[src/rtl/eth_vlg_pkg.sv]
// Shared Ethernet/GMII definitions: arbiter state encoding and default
// frame-timing constants.
package eth_vlg_pkg;

  typedef enum logic [1:0] {
    IDLE  = 2'd0,
    GRANT = 2'd1,
    XMIT  = 2'd2,
    IFG   = 2'd3
  } gmii_arb_state_t;

  localparam int unsigned GMII_IFG_DEFAULT     = 12;
  localparam int unsigned GMII_MAX_LEN_DEFAULT = 1530;

endpackage

[src/rtl/rr_prio_enc.sv]
// Combinational round-robin pick: first set request at or after ptr,
// wrapping from N-1 back to 0.
module rr_prio_enc #(
  parameter int unsigned N = 2
) (
  input  logic [N-1:0]         req,
  input  logic [$clog2(N)-1:0] ptr,
  output logic [$clog2(N)-1:0] idx,
  output logic                 any
);

  localparam int unsigned W = $clog2(N);

  int unsigned pos;

  always_comb begin
    idx = '0;
    any = 1'b0;
    pos = 0;
    for (int unsigned i = 0; i < N; i++) begin
      pos = (32'(ptr) + i) % N;
      if (!any && req[pos]) begin
        any = 1'b1;
        idx = W'(pos);
      end
    end
  end

endmodule

[src/rtl/gmii_tx_arb.sv]
// Frame-level round-robin arbiter for the shared GMII TX path: one register
// stage on the byte stream, inter-frame gap, length cap and grant timeout.
module gmii_tx_arb
  import eth_vlg_pkg::*;
#(
  parameter int unsigned N           = 2,
  parameter int unsigned IFG_BYTES   = GMII_IFG_DEFAULT,
  parameter int unsigned MAX_LEN     = GMII_MAX_LEN_DEFAULT,
  parameter int unsigned GNT_TIMEOUT = 16
) (
  input  logic                 clk,
  input  logic                 rst,
  input  logic                 tx_phy_rst,
  input  logic [N-1:0]         req,
  output logic [N-1:0]         gnt,
  input  logic [N*8-1:0]       src_dat,
  input  logic [N-1:0]         src_val,
  input  logic [N-1:0]         src_err,
  output logic [7:0]           gmii_tx_dat,
  output logic                 gmii_tx_val,
  output logic                 gmii_tx_err,
  output logic [$clog2(N)-1:0] owner,
  output logic                 busy,
  output logic                 trunc
);

  localparam int unsigned W  = $clog2(N);
  localparam int unsigned TW = $clog2(GNT_TIMEOUT) + 1;
  localparam int unsigned IW = $clog2(IFG_BYTES) + 1;

  gmii_arb_state_t state;
  logic [W-1:0]    ptr;
  logic [W-1:0]    nxt_ptr;
  logic [W-1:0]    pick_idx;
  logic            pick_any;
  logic [15:0]     byte_cnt;
  logic [15:0]     nxt_cnt;
  logic            len_hit;
  logic [TW-1:0]   to_cnt;
  logic [IW-1:0]   ifg_cnt;
  logic [7:0]      sel_dat;
  logic            sel_val;
  logic            sel_err;

  rr_prio_enc #(.N(N)) u_pick (
    .req (req),
    .ptr (ptr),
    .idx (pick_idx),
    .any (pick_any)
  );

  always_comb begin
    sel_dat = '0;
    sel_val = 1'b0;
    sel_err = 1'b0;
    for (int unsigned i = 0; i < N; i++) begin
      if (owner == W'(i)) begin
        sel_dat = src_dat[i*8 +: 8];
        sel_val = src_val[i];
        sel_err = src_err[i];
      end
    end
  end

  always_comb begin
    gnt = '0;
    if (state == GRANT || state == XMIT) gnt[owner] = 1'b1;
  end

  always_comb begin
    if (state == GRANT)                    nxt_cnt = 16'd1;
    else if (byte_cnt >= 16'(MAX_LEN))     nxt_cnt = byte_cnt;
    else                                   nxt_cnt = byte_cnt + 16'd1;
  end

  assign len_hit = (nxt_cnt == 16'(MAX_LEN));
  assign nxt_ptr = (owner == W'(N - 1)) ? '0 : owner + W'(1);
  assign busy    = (state != IDLE);

  // The IFG counter starts at 1 after a normal end (the val-low cycle that
  // ended the frame already counts as idle on the output) and at 0 after a
  // truncation, where the cut byte is still leaving the register.
  always_ff @(posedge clk) begin
    if (rst) begin
      state       <= IDLE;
      ptr         <= '0;
      owner       <= '0;
      byte_cnt    <= '0;
      to_cnt      <= '0;
      ifg_cnt     <= '0;
      gmii_tx_dat <= '0;
      gmii_tx_val <= 1'b0;
      gmii_tx_err <= 1'b0;
      trunc       <= 1'b0;
    end else if (tx_phy_rst) begin
      state       <= IDLE;
      byte_cnt    <= '0;
      to_cnt      <= '0;
      ifg_cnt     <= '0;
      gmii_tx_dat <= '0;
      gmii_tx_val <= 1'b0;
      gmii_tx_err <= 1'b0;
      trunc       <= 1'b0;
    end else begin
      gmii_tx_dat <= '0;
      gmii_tx_val <= 1'b0;
      gmii_tx_err <= 1'b0;
      trunc       <= 1'b0;
      case (state)
        IDLE: begin
          if (pick_any) begin
            owner  <= pick_idx;
            to_cnt <= '0;
            state  <= GRANT;
          end
        end
        GRANT, XMIT: begin
          if (sel_val) begin
            gmii_tx_dat <= sel_dat;
            gmii_tx_val <= 1'b1;
            gmii_tx_err <= sel_err | len_hit;
            trunc       <= len_hit;
            byte_cnt    <= nxt_cnt;
            if (len_hit) begin
              ifg_cnt <= '0;
              state   <= IFG;
            end else begin
              state   <= XMIT;
            end
          end else if (state == XMIT) begin
            ifg_cnt <= IW'(1);
            state   <= IFG;
          end else if (to_cnt == TW'(GNT_TIMEOUT - 1)) begin
            ptr   <= nxt_ptr;
            state <= IDLE;
          end else begin
            to_cnt <= to_cnt + TW'(1);
          end
        end
        IFG: begin
          if (ifg_cnt >= IW'(IFG_BYTES)) begin
            ptr      <= nxt_ptr;
            byte_cnt <= '0;
            state    <= IDLE;
          end else begin
            ifg_cnt <= ifg_cnt + IW'(1);
          end
        end
        default: state <= IDLE;
      endcase
    end
  end

endmodule
[config.mk]
export PLATFORM = sky130hd
export DESIGN_NAME = gmii_tx_arb
export DESIGN_NICKNAME = d
export VERILOG_FILES = /design/src/rtl/eth_vlg_pkg.sv /design/src/rtl/rr_prio_enc.sv /design/src/rtl/gmii_tx_arb.sv
export SDC_FILE = /design/constraint.sdc
export NUM_CORES = 1
export LEC_CHECK = 0
export ABC_AREA = 1
export CAP_MARGIN = 10
export CORE_ASPECT_RATIO = 1.4
export CORE_UTILIZATION = 40
export DETAILED_ROUTE_END_ITERATION = 10
export DONT_BUFFER_PORTS = 1
export PLACE_DENSITY = 0.62
export SLEW_MARGIN = 20
export SYNTH_ARGS = -nofsm -noshare
export SYNTH_HDL_FRONTEND = slang
export SYNTH_SLANG_ARGS = --single-unit
[constraint.sdc]
create_clock -name clk -period 4.1 [get_ports clk]
set_clock_uncertainty 0.15 [all_clocks]
set_input_delay 1.23 -clock clk [delete_from_list [all_inputs] [get_ports clk]]
set_output_delay 1.23 -clock clk [all_outputs]
set_load 0.01 [all_outputs]
# Word-level counts from Yosys, hierarchy flattened
# Cells that the tools add are included.
# totals
regBits,41
out_inout_bits,15
word_cells,102
# op_classes
n_reduce_logical,18
eq_ne,16
bitwise_logic,4
n_addsub,5
n_lt_le_gt_ge,6
muxes,43
# op_table
cell,count
two-way mux 16 bit,4
two-way mux 5 bit,8
case mux 16 bit (2 select lines),1
case mux 5 bit (2 select lines),2
two-way mux 1 bit,18
"adder 16 x 1 -> 16 bit, second input constant",1
"== test 16 x 11 -> 1 bit, second input constant",1
"greater-or-equal comparator 16 x 11 -> 1 bit, second input constant",1
"inequality test 2 bit, second input constant",8
two-way mux 2 bit,6
"adder 5 x 1 -> 5 bit, second input constant",2
AND reduction 3 bit,3
two-way mux 8 bit,1
"less-than comparator 1 x 2 -> 1 bit, second input constant",3
"inequality test 3 bit, second input constant",2
case mux 2 bit (3 select lines),1
AND reduction 6 bit,1
nonzero test 2 bit,3
"== test 5 x 4 -> 1 bit, second input constant",1
"greater-or-equal comparator 5 x 4 -> 1 bit, second input constant",1
AND reduction 5 bit,1
"== test 2 bit, second input constant",2
"inequality test 4 bit, second input constant",1
AND reduction 4 bit,1
other kinds (14),19

# Logic depth before layout (Yosys ltp)
# logic_depth
depth_word,8
ltp_mapped,18
mapped_depth_nobuf,18

# Hierarchy
# A second synthesis with hierarchy kept.
# unflattened
cells_unflattened,376
area_unflattened_um2,2553.7
# by_module_without_submodules
module,area_each_um2,cells_per_inst,n_inst
gmii_tx_arb,2534.9,372,1
rr_prio_enc,18.8,4,1

# Worst setup path before layout
# No wires, ideal clock.
# synth_path
path_kind,reg2out
start,reg state[0]
end,out gnt[0]
path_buffers,1
path_stages_with_launch,6
t_arrival_ps,1255
slack_ps,1465
path_cell_list,dfxtp_1 inv_1 ha_1 clkbuf_1 inv_1 nor2_1
# synth_between
elab_chain_cells,3
word_cells_on_any_way,4
classes_between,eq/ne: 2; mux: 1; reduce/logical: 1
# synth_rtl
item,line,text
"start, declared",gmii_tx_arb.sv:31,gmii_arb_state_t state;
"start signal, assigned",gmii_tx_arb.sv:85,state <= IDLE;
"start signal, assigned",gmii_tx_arb.sv:96,state <= IDLE;
"start signal, assigned",gmii_tx_arb.sv:114,state <= GRANT;
== test 2 x 1 -> 1 bit / == test 2 bit (equally long branches),gmii_tx_arb.sv:67,if (state == GRANT || state == XMIT) gnt[owner] = 1'b1;
logical OR 1 bit (*),gmii_tx_arb.sv:67,
two-way mux 2 bit (*),gmii_tx_arb.sv:67,
"end, declared",gmii_tx_arb.sv:15,"output logic [N-1:0] gnt,"
# Every way passes the cells marked *; elsewhere a longest branch is shown, timed or not.

# Final worst setup path
# Same ends and word-level chain as after synthesis.

==> results by group <==
Power
  – P_sw: approximately 0.26 mW
  – Pleak: between 1 and 1.5 nW
  – Logic pwr share: 0.134
  – Sequential share of power: 0.444
  – Total Power: between 0.9 and 1 mW
  – Pint: a little under 0.7 mW
  – Clock share of power: 0.422
  – Peak supply drop: ~0.00021 V
  – Pwr dens: approximately 340 nW/um2
  – Switching share of total power: 0.272

Timing
  – Final setup violation count: 0
  – Minimum clock period: between 2 and 3 ns
  – TNS Setup: 0 ns
  – Final Hold Vio Count: 0
  – Slew Viols, Final: 0
  – Hold slack: around 0.31 ns
  – Max Freq: approximately 0.33 GHz
  – Worst slew margin: 0.550
  – RSZ-0062 raised after global routing: false
  – Tightest Pin Transition: a little under 0.7 ns
  – Final worst-path cycle share: 0.729

Global routing
  – GRT Overall Usage: 0.186
  – Pin count of the biggest net entering global routing: 21
  – Grt ovf: 0
  – Vias in the first global route: roughly 2300
  – Initial antenna violation count: 0
  – Wire length of the first global-routing pass: around 10 mm

Placed design
  – Placed Instances: ~440
  – DP HPWL: 4.29 mm
  – IO Port Bufs: 0
  – Placer congestion estimate: slightly above 0.9

Routing
  – Drt wl/cell: about 13 um
  – Detailed router's first-iteration violation count: 84
  – DRC viols: 0
  – DR vias/cell: slightly above 5
  – Via Count: 2317
  – Post-Route WL: approximately 5.8 mm
  – First-pass DRT Iterations: 4
  – Antenna-violating nets left: 0

Layout
  – Final net count: between 400 and 500
  – Commonest cells after routing, fill and taps aside: nand2_1 (104), dfxtp_1 (41), a21oi_1 (36)
  – N_diodes: 0
  – Reg area: 821 um2
  – Fill cells: approximately 660
  – Commonest non-fill, non-tap cell in the layout: nand2_1
  – Layout Cells excl Fill: about 450
  – Share of cells above drive strength 1: 0.141
  – P&R area growth vs syn: 7.59%
  – Area occupied by multi-input gates: roughly 1500 um2

Clock tree
  – CTS buffer count: 5
  – Post-CTS setup buffer count: 0
  – Clock Path Buffers: 2
  – Clock transition at path regs: 0.09 ns
  – H-tree lvl count: 2
  – Root buffer cell: clkbuf_8
  – CTS Hold Bufs: 0
  – CTS resizes: 0
  – Clock Latency Late Sink: around 0.30 ns
  – CTS tree: built
  – Clock sinks: around 40

Yosys
  – FF+latch count, synth: 41
  – Synth top area share: 0.319
  – Yosys top cell by area: dfxtp_1
  – Yosys warns: 0
  – Synth area leaders: dfxtp_1 (32%), nand2_1 (15%), a21oi_1 (7.0%)
  – Syn_nets: roughly 410
  – Mapped Cells: ~380
  – Sequential fraction of the synthesis area: 0.319
  – Mean area per synthesized cell: 6.84 um2
  – Synth cell types: 39
  – Synthesized cell area: between 2000 and 3000 um2

Worst setup path
  – CP Capture Type: output port
  – Worst endpoint required time: approximately 2.7 ns
  – CP max FO: 8
  – Worst Setup SP: state[0]
  – R2r startpoint: state[1]
  – Arr. time, crit path: about 1.6 ns
  – Reg2Reg Depth: 12
  – Flop2flop setup slack: about 1.6 ns
  – End of the worst register-to-register path: ifg_cnt[1]
  – Critical setup path kind: flip-flop to output port
  – Crit path to: gnt[0]
  – Crit path launch type: flip-flop

Floorplan
  – Area of the die: 6750 um2
  – Die Y-Extent: slightly below 100 um
  – Initial core utilization: 0.414
  – Die extent in x: around 70 um
  – Ports: 40
  – Core area: between 6000 and 7000 um2
  – # rows: 34

Run
  – Total of max-cap violations: 0

Status
  – Status: complete, no violations

Worst hold path
  – Worst min path class: flip-flop to flip-flop
## power groups by stage
stage / clock network [mW] / logic [mW] / registers [mW]
3_3_place_gp: 0 / 0.125 / 0.430
2_1_floorplan: 0 / 0.107 / 0.425
4_1_cts: 0.407 / 0.127 / 0.421
3_5_place_dp: 0 / 0.127 / 0.430
6_report: 0.400 / 0.127 / 0.421
5_1_grt: 0.427 / 0.146 / 0.422
## metrics by stage
| stage | instance area (um2) | worst slack, ns | utilization |
|---|---|---|---|
| 2_1_floorplan | 2570 | 1.47 | - |
| 3_3_place_gp | 2630 | 1.41 | 0.423 |
| 3_5_place_dp | 2630 | 1.36 | 0.423 |
| 4_1_cts | 2770 | 1.07 | 0.445 |
| 5_1_grt | 2770 | 0.975 | 0.445 |
| 6_report | 2770 | 1.11 | 0.445 |
## critical path, cell delays in order (launching register included)
cell and delay, ns:
dfxtp_1 0.37, inv_1 0.10, ha_1 0.46, inv_1 0.17
nor2_1 0.21
## routing by layer
metal | global-route usage | share of wire | vias to the layer above
li1 | - | - | 1210
met1 | 0.208 | 0.43 | 1053
met2 | 0.344 | 0.52 | 47
met3 | 0.0260 | 0.029 | 7
met4 | 0.0800 | 0.016 | 0
met5 | 0 | 0 | -
## how the worst min path moves through the flow
stage	start	end	cells past startpoint
5_1_grt	ifg_cnt[4]	ifg_cnt[4]	2
2_1_floorplan	ifg_cnt[4]	ifg_cnt[4]	2
3_5_place_dp	ifg_cnt[4]	ifg_cnt[4]	2
4_1_cts	ifg_cnt[4]	ifg_cnt[4]	2
6_report	ifg_cnt[4]	ifg_cnt[4]	2
3_3_place_gp	ifg_cnt[4]	ifg_cnt[4]	2
## registers in the layout, summed over array words and instances (netlist names)
register and flops:
byte_cnt 16, gmii_tx_dat 8, ifg_cnt 5, to_cnt 5, state 2, gmii_tx_err 1
gmii_tx_val 1, owner 1, ptr 1, trunc 1
## cell type report
type	count	share of cell area
repair buffers	2	0.00543
multi-input cells	280	0.552
clock inverters	3	0.0249
inverters	46	0.0629
flip-flops and latches	41	0.297
well taps	72	0.0326
clock buffers	5	0.0249
## cell families after synthesis
| logic type | synth area share |
|---|---|
| AOI/OAI and AO/OA | 0.130 |
| xor gates and xnor gates | 0.0102 |
| adders and majority gates | 0.0536 |
| buffers and inverters | 0.0862 |
| DFF | 0.319 |
| and+or+nand+nor | 0.400 |
## synthesized netlist by cell type (all sizes together)
library cell and count:
inv 41, or2 2, ha 11, clkbuf 4
a211oi 4, a2111oi 1, nand2 112, nand3 28
a31oi 2, nand4 6, nor2 47, buf 5
nand3b 2, clkinv 5, dfxtp 41, xor2 3
nor3 11, o311ai 1, nor4 3, a21oi 37
o21ai 10
Note: power is estimated with default switching activity, not from simulation.
